<file path="config.mk">
export PLATFORM = sky130hd
export DESIGN_NAME = pixel_raster_walker_flat
export DESIGN_NICKNAME = d
export VERILOG_FILES = /design/src/rtl/pixel_raster_walker_if.sv /design/src/rtl/pixel_raster_walker.sv /design/src/flat_wrapper.sv
export SDC_FILE = /design/constraint.sdc
export NUM_CORES = 1
export LEC_CHECK = 0
export CAP_MARGIN = 5
export CORE_ASPECT_RATIO = 0.5
export CORE_MARGIN = 2
export CORE_UTILIZATION = 65
export CTS_CLUSTER_SIZE = 28
export DETAILED_ROUTE_END_ITERATION = 8
export DONT_BUFFER_PORTS = 1
export GPL_TIMING_DRIVEN = 0
export PLACE_DENSITY = 0.89
export SETUP_SLACK_MARGIN = 0.1
export SLEW_MARGIN = 20
export SYNTH_ARGS = -nofsm -noshare
export SYNTH_HDL_FRONTEND = slang
export SYNTH_SLANG_ARGS = --single-unit
export TNS_END_PERCENT = 10
</file>
<file path="constraint.sdc">
create_clock -name clk_i -period 8.2 [get_ports clk_i]
set_clock_uncertainty 0.1 [all_clocks]
set_input_delay 0.82 -clock clk_i [delete_from_list [all_inputs] [get_ports clk_i]]
set_output_delay 0.82 -clock clk_i [all_outputs]
set_load 0.01 [all_outputs]
</file>
<file path="src/rtl/pixel_raster_walker_if.sv">
// pixel_raster_walker_if: control and pixel-stream bundle between walker and its consumer
interface pixel_raster_walker_if #(
  parameter int IMAGEX = 256,
  parameter int IMAGEY = 256,
  parameter int IMAGEXlog2 = $clog2(IMAGEX),
  parameter int IMAGEYlog2 = $clog2(IMAGEY),
  parameter int IMAGE_ADDR_WIDTH = $clog2(IMAGEX * IMAGEY)
);
  logic start;
  logic serpentine;
  logic abort;
  logic out_ready;
  logic out_valid;
  logic busy;
  logic [IMAGEXlog2-1:0] x;
  logic [IMAGEYlog2-1:0] y;
  logic dir;
  logic [IMAGE_ADDR_WIDTH-1:0] addr;
  logic [4*IMAGE_ADDR_WIDTH-1:0] nb_addr;
  logic [3:0] nb_valid;
  logic frame_done;
  modport master (
    output start, serpentine, abort, out_ready,
    input out_valid, busy, x, y, dir, addr, nb_addr, nb_valid, frame_done
  );
  modport slave (
    input start, serpentine, abort, out_ready,
    output out_valid, busy, x, y, dir, addr, nb_addr, nb_valid, frame_done
  );
endinterface

</file>
<file path="src/rtl/pixel_raster_walker.sv">
// pixel_raster_walker: raster/serpentine frame walker emitting Floyd-Steinberg neighbour addresses
module pixel_raster_walker #(
  parameter int IMAGEX = 256,
  parameter int IMAGEY = 256,
  parameter int IMAGEXlog2 = $clog2(IMAGEX),
  parameter int IMAGEYlog2 = $clog2(IMAGEY),
  parameter int IMAGE_ADDR_WIDTH = $clog2(IMAGEX * IMAGEY)
) (
  input logic clk_i,
  input logic rst_ni,
  pixel_raster_walker_if.slave bus
);
  localparam int XW = IMAGEXlog2;
  localparam int YW = IMAGEYlog2;
  localparam int AW = IMAGE_ADDR_WIDTH;
  localparam logic [XW-1:0] XMAX = XW'(IMAGEX - 1);
  localparam logic [YW-1:0] YMAX = YW'(IMAGEY - 1);
  localparam logic [AW-1:0] XSTEP = AW'(IMAGEX);
  typedef enum logic {IDLE, RUN} state_e;
  state_e state_q;
  logic mode_q, out_valid_q, busy_q, done_q, dir_q, dir_d;
  logic [XW-1:0] x_q, x_d;
  logic [YW-1:0] y_q, y_d;
  logic [AW-1:0] base_q, base_d, addr_q, addr_d, below, xa, ax, bx;
  logic [3:0][AW-1:0] nb_q, nb_d;
  logic [3:0] nbv_q, nbv_d;
  logic load, adv, upd, row_end, last, ahead_ok, behind_ok, below_ok;
  always_comb begin
    load = state_q == IDLE && bus.start && !bus.abort;
    adv = state_q == RUN && out_valid_q && bus.out_ready && !bus.abort;
    row_end = dir_q ? x_q == '0 : x_q == XMAX;
    last = row_end && y_q == YMAX;
    upd = load || (adv && !last);
    // serpentine holds x across the row step; raster wraps to column 0
    x_d = load ? '0 : !row_end ? (dir_q ? x_q - 1'b1 : x_q + 1'b1) : mode_q ? x_q : '0;
    y_d = load ? '0 : row_end ? y_q + 1'b1 : y_q;
    dir_d = load ? 1'b0 : row_end ? mode_q & ~dir_q : dir_q;
    base_d = load ? '0 : row_end ? base_q + XSTEP : base_q;
    xa = AW'(x_d);
    below = base_d + XSTEP;
    ax = dir_d ? xa - 1'b1 : xa + 1'b1;
    bx = dir_d ? xa + 1'b1 : xa - 1'b1;
    ahead_ok = dir_d ? x_d != '0 : x_d != XMAX;
    behind_ok = dir_d ? x_d != XMAX : x_d != '0;
    below_ok = y_d != YMAX;
    addr_d = base_d + xa;
    nbv_d = {below_ok & ahead_ok, below_ok, below_ok & behind_ok, ahead_ok};
    nb_d[0] = nbv_d[0] ? base_d + ax : '0;
    nb_d[1] = nbv_d[1] ? below + bx : '0;
    nb_d[2] = nbv_d[2] ? below + xa : '0;
    nb_d[3] = nbv_d[3] ? below + ax : '0;
  end
  always_ff @(posedge clk_i or negedge rst_ni) begin
    if (!rst_ni) begin
      state_q <= IDLE;
      mode_q <= 1'b0;
      out_valid_q <= 1'b0;
      busy_q <= 1'b0;
      done_q <= 1'b0;
      x_q <= '0;
      y_q <= '0;
      dir_q <= 1'b0;
      base_q <= '0;
      addr_q <= '0;
      nb_q <= '0;
      nbv_q <= '0;
    end else begin
      done_q <= adv && last;
      if (bus.abort) begin
        state_q <= IDLE;
        out_valid_q <= 1'b0;
        busy_q <= 1'b0;
      end else if (load) begin
        state_q <= RUN;
        out_valid_q <= 1'b1;
        busy_q <= 1'b1;
        mode_q <= bus.serpentine;
      end else if (adv && last) begin
        state_q <= IDLE;
        out_valid_q <= 1'b0;
        busy_q <= 1'b0;
      end
      if (upd) begin
        x_q <= x_d;
        y_q <= y_d;
        dir_q <= dir_d;
        base_q <= base_d;
        addr_q <= addr_d;
        nb_q <= nb_d;
        nbv_q <= nbv_d;
      end
    end
  end
  assign bus.out_valid = out_valid_q;
  assign bus.busy = busy_q;
  assign bus.x = x_q;
  assign bus.y = y_q;
  assign bus.dir = dir_q;
  assign bus.addr = addr_q;
  assign bus.nb_addr = nb_q;
  assign bus.nb_valid = nbv_q;
  assign bus.frame_done = done_q;
endmodule

</file>
<file path="src/flat_wrapper.sv">
// flat-port wrapper written by rule: the top's interface ports become plain ports
module pixel_raster_walker_flat 
#(
  parameter int IMAGEX = 256,
  parameter int IMAGEY = 256,
  parameter int IMAGEXlog2 = $clog2(IMAGEX),
  parameter int IMAGEYlog2 = $clog2(IMAGEY),
  parameter int IMAGE_ADDR_WIDTH = $clog2(IMAGEX * IMAGEY)
)
  (clk_i, rst_ni, bus_start, bus_serpentine, bus_abort, bus_out_ready, bus_out_valid, bus_busy, bus_x, bus_y, bus_dir, bus_addr, bus_nb_addr, bus_nb_valid, bus_frame_done);
  pixel_raster_walker_if #(.IMAGEX(IMAGEX), .IMAGEY(IMAGEY), .IMAGEXlog2(IMAGEXlog2), .IMAGEYlog2(IMAGEYlog2), .IMAGE_ADDR_WIDTH(IMAGE_ADDR_WIDTH)) bus_i ();
  input logic clk_i;
  input logic rst_ni;
  input wire logic [$bits(bus_i.start)-1:0] bus_start;
  input wire logic [$bits(bus_i.serpentine)-1:0] bus_serpentine;
  input wire logic [$bits(bus_i.abort)-1:0] bus_abort;
  input wire logic [$bits(bus_i.out_ready)-1:0] bus_out_ready;
  output wire logic [$bits(bus_i.out_valid)-1:0] bus_out_valid;
  output wire logic [$bits(bus_i.busy)-1:0] bus_busy;
  output wire logic [$bits(bus_i.x)-1:0] bus_x;
  output wire logic [$bits(bus_i.y)-1:0] bus_y;
  output wire logic [$bits(bus_i.dir)-1:0] bus_dir;
  output wire logic [$bits(bus_i.addr)-1:0] bus_addr;
  output wire logic [$bits(bus_i.nb_addr)-1:0] bus_nb_addr;
  output wire logic [$bits(bus_i.nb_valid)-1:0] bus_nb_valid;
  output wire logic [$bits(bus_i.frame_done)-1:0] bus_frame_done;
  assign bus_i.start = bus_start;
  assign bus_i.serpentine = bus_serpentine;
  assign bus_i.abort = bus_abort;
  assign bus_i.out_ready = bus_out_ready;
  assign bus_out_valid = bus_i.out_valid;
  assign bus_busy = bus_i.busy;
  assign bus_x = bus_i.x;
  assign bus_y = bus_i.y;
  assign bus_dir = bus_i.dir;
  assign bus_addr = bus_i.addr;
  assign bus_nb_addr = bus_i.nb_addr;
  assign bus_nb_valid = bus_i.nb_valid;
  assign bus_frame_done = bus_i.frame_done;
  pixel_raster_walker #(.IMAGEX(IMAGEX), .IMAGEY(IMAGEY), .IMAGEXlog2(IMAGEXlog2), .IMAGEYlog2(IMAGEYlog2), .IMAGE_ADDR_WIDTH(IMAGE_ADDR_WIDTH)) u_core (.clk_i(clk_i), .rst_ni(rst_ni), .bus(bus_i));
endmodule
</file>
==> results.json <==
{
  "synth_fp_nets": 972,
  "yosysSeqAreaShare": 0.361,
  "path_depth": 24,
  "p_leak_nw": 4.27,
  "worstReg2RegStart": "u_core.bus.dir$_DFFE_PN0P_",
  "synth_top_family_by_area": "simple AND/OR/NAND/NOR gates",
  "routabilityCongestion": 0.955,
  "cts_setup_buffers": 0,
  "arrival_ns": 7.22,
  "start_util": 0.661,
  "antenna_cells": 0,
  "grt_usage": 0.372,
  "port_buffers": 0,
  "synth_warnings": 0,
  "drc": 0,
  "place_area_um2": 8540,
  "viasPerCell": 6.68,
  "die-area_um2": 13800,
  "cp.required_ns": 8.41,
  "layout_commonest_cell": "dfrtp_1",
  "synth-simple-area-share": 0.204,
  "clk_latency_ns": 0.43,
  "status": "completed",
  "worstPathCellList": "clkbuf_1 -> or3_1 -> buf_2 -> nand2_1 -> a21oi_1 -> o21ai_0 -> inv_1 -> ha_1 -> nor2b_1 -> nor4b_1 -> nand4_1 -> a21o_1 -> nor3_1 -> or2_2 -> ha_1 -> clkbuf_1 -> nor2b_1 -> a21oi_1 -> o21ai_0 -> or4_1 -> a41oi_1 -> o21ai_0 -> xnor2_1 -> a22o_1",
  "critical_path.top_delay_family": "compound AO/OA/AOI/OAI gates",
  "rows": 29,
  "hold_violations": 0,
  "finalNetCount": 993,
  "numCtsBuffers": 17,
  "power_mw": 3.16,
  "first_global_vias": 7150,
  "grt_max_degree": 83,
  "final_area_um2": 9220,
  "wirelength_um": 24800,
  "synth_area_um2": 8320,
  "cts.sinks": 120,
  "ys_async_sr_fraction": 1.00,
  "synth-main-ff-cell": "dfrtp_1",
  "ant_nets": 0,
  "startpoint": "u_core.bus.dir$_DFFE_PN0P_",
  "dieHeight_um": 84.0,
  "fin_util": 0.733,
  "die_x_um": 164,
  "grt_pass1_wl_um": 38800,
  "reg2reg_to": "u_core.bus.nb_addr[15]$_DFFE_PN0P_",
  "r2r_cells": 24,
  "holdBufCountCts": 2,
  "powerDensity_nw_per_um2": 343,
  "clk_path_buf_depth": 2,
  "r2r_slack_ns": 1.19,
  "peakVddDrop_mv": 0.168,
  "clock-root-buffer": "clkbuf_16",
  "muxShareOfSynthArea": 0.0289,
  "synth_top_area_frac": 0.361,
  "overflow": 0,
  "detailed_place_hpwl_um": 17500,
  "cts_tree": "done",
  "maxCapViolCount": 0,
  "worst-path-max-fanout": 9,
  "final.setup.tns_ns": 0,
  "num_io_pins": 110,
  "crit_top_cell": "o21ai_0",
  "crit_path_top_delay_cell": "dfrtp_1",
  "via_count": 7407,
  "synth_cell_type_count": 81,
  "slowest_delay_ns": 0.64,
  "synth_fa_ha_area_frac": 0.0953,
  "cts.repair.resized": 0,
  "maxSlewViolCount": 0,
  "synth_seq_cells": 120,
  "detail_route.iter0.violations": 839,
  "max_freq_mhz": 143,
  "areaGrowthSynthToFinish_pct": 10.8,
  "final.fill_count": 885,
  "worstMarginPinSlew_ns": 1.06,
  "final.min_clock_period_ns": 7.01,
  "cp-end-kind": "flop",
  "yosys.area.top_type": "dfrtp_1",
  "grt_antenna_before_repair": 0,
  "rsz0062_at_grt": "no",
  "clk_pin_slew_ns": 0.06,
  "synth-xor-area-share": 0.0852,
  "hp-class": "primary input to asynchronous set/reset pin",
  "synth.area.top_cells": "dfrtp_1 (36%), ha_1 (8.6%), xnor2_1 (5.3%)",
  "synth_compound_area_frac": 0.185,
  "routedWlPerCell_um": 22.3,
  "final_cell_mix": "dfrtp_1 (120), nand2_1 (109), ha_1 (57)",
  "postSynthCellCount": 905,
  "setup_violations": 0,
  "cts-htree-levels": 4,
  "first_pass_iters": 6,
  "crit_type": "flop to flop",
  "path_buf_inv": 4,
  "min_period_over_period": 0.855,
  "max-slew-margin-rel": 0.287,
  "core_area_um2": 12600,
  "startpoint_type": "flop",
  "synth-edff-count": 0,
  "avgSynthCellArea_um2": 9.20,
  "drive_gt1_frac": 0.0937
}
[worst max path at each step]
| stage | slack [ns] | to |
|---|---|---|
| 2_1_floorplan | 2.93 | u_core.bus.nb_addr[31]$_DFFE_PN0P_ |
| 3_3_place_gp | 1.86 | u_core.bus.nb_addr[15]$_DFFE_PN0P_ |
| 3_5_place_dp | 1.65 | u_core.bus.nb_addr[15]$_DFFE_PN0P_ |
| 4_1_cts | 1.48 | u_core.bus.nb_addr[15]$_DFFE_PN0P_ |
| 5_1_grt | 0.84 | u_core.bus.nb_addr[15]$_DFFE_PN0P_ |
| 6_report | 1.19 | u_core.bus.nb_addr[15]$_DFFE_PN0P_ |
[layout make-up]
type	instances	area (um2)	area share
Clock inverter	14	196	0.0213
Inverter	41	154	0.0167
Sequential cell	120	3000	0.326
Tap cell	170	213	0.0231
Clock buffer	18	439	0.0476
Multi-Input combinational cell	705	4990	0.541
Timing Repair Buffer	2	47.5	0.00515
Buffer	39	180	0.0195
[cells in the mapped netlist (all sizes together) (3+ instances only)]
master,n
nand2b,9
mux2i,16
o41ai,4
and2,20
o21bai,3
o211ai,7
nand2,109
fa,4
a21o,13
or4,5
nand4,9
or3b,3
or3,11
nor2b,12
a21oi,35
nor3b,7
a311oi,4
clkbuf,27
o2111ai,3
a22o,38
dfrtp,120
nor3,21
a32o,4
o21ai,59
and3,5
nor4,12
a211oi,8
o21a,5
xor2,22
nand3,27
mux2,6
inv,41
a31oi,7
xnor2,52
ha,57
buf,12
o31ai,14
nand3b,4
nor2,57
or2,8
[power breakdown]
part	internal [mW]	total, mW	switching [mW]	leakage, nW
clock	0.518	0.814	0.296	0.303
sequential	0.739	0.947	0.208	1.58
combinational	0.554	1.40	0.847	2.39
[metrics by stage]
stage          setup slack, ns  hold WS (ns)  instances
6_report                  1.19         0.142       1109
5_1_grt                  0.836         0.151       1109
4_1_cts                   1.48         0.151       1109
3_5_place_dp              1.65         0.367       1075
3_3_place_gp              1.86         0.360       1075
2_1_floorplan             2.93         0.344        905
[kinds of logic (layout without fill, tap and decap cells)]
logic type	after synthesis	after routing
xor gates and xnor gates	76	76
buffers and inverters	80	114
AOI/OAI and AO/OA	221	221
DFF	120	120
muxes	22	22
and+or+nand+nor	325	325
adders and majority gates	61	61
[registers in the layout, indices dropped and copies added, names as in the netlist, 4 cells and up]
signal	flops
u_core.bus.x	8
u_core.base_q	16
u_core.bus.nb_valid	4
u_core.bus.y	8
u_core.bus.nb_addr	64
u_core.bus.addr	16
[routing by layer]
metal / GRT usage / up-vias / part of all wire
met4: 0.129 / 0 / 0.025
li1: - / 3297 / -
met5: 0 / - / 0
met3: 0.142 / 65 / 0.13
met1: 0.501 / 3574 / 0.41
met2: 0.549 / 471 / 0.43
(Power assumes the default switching activity.)
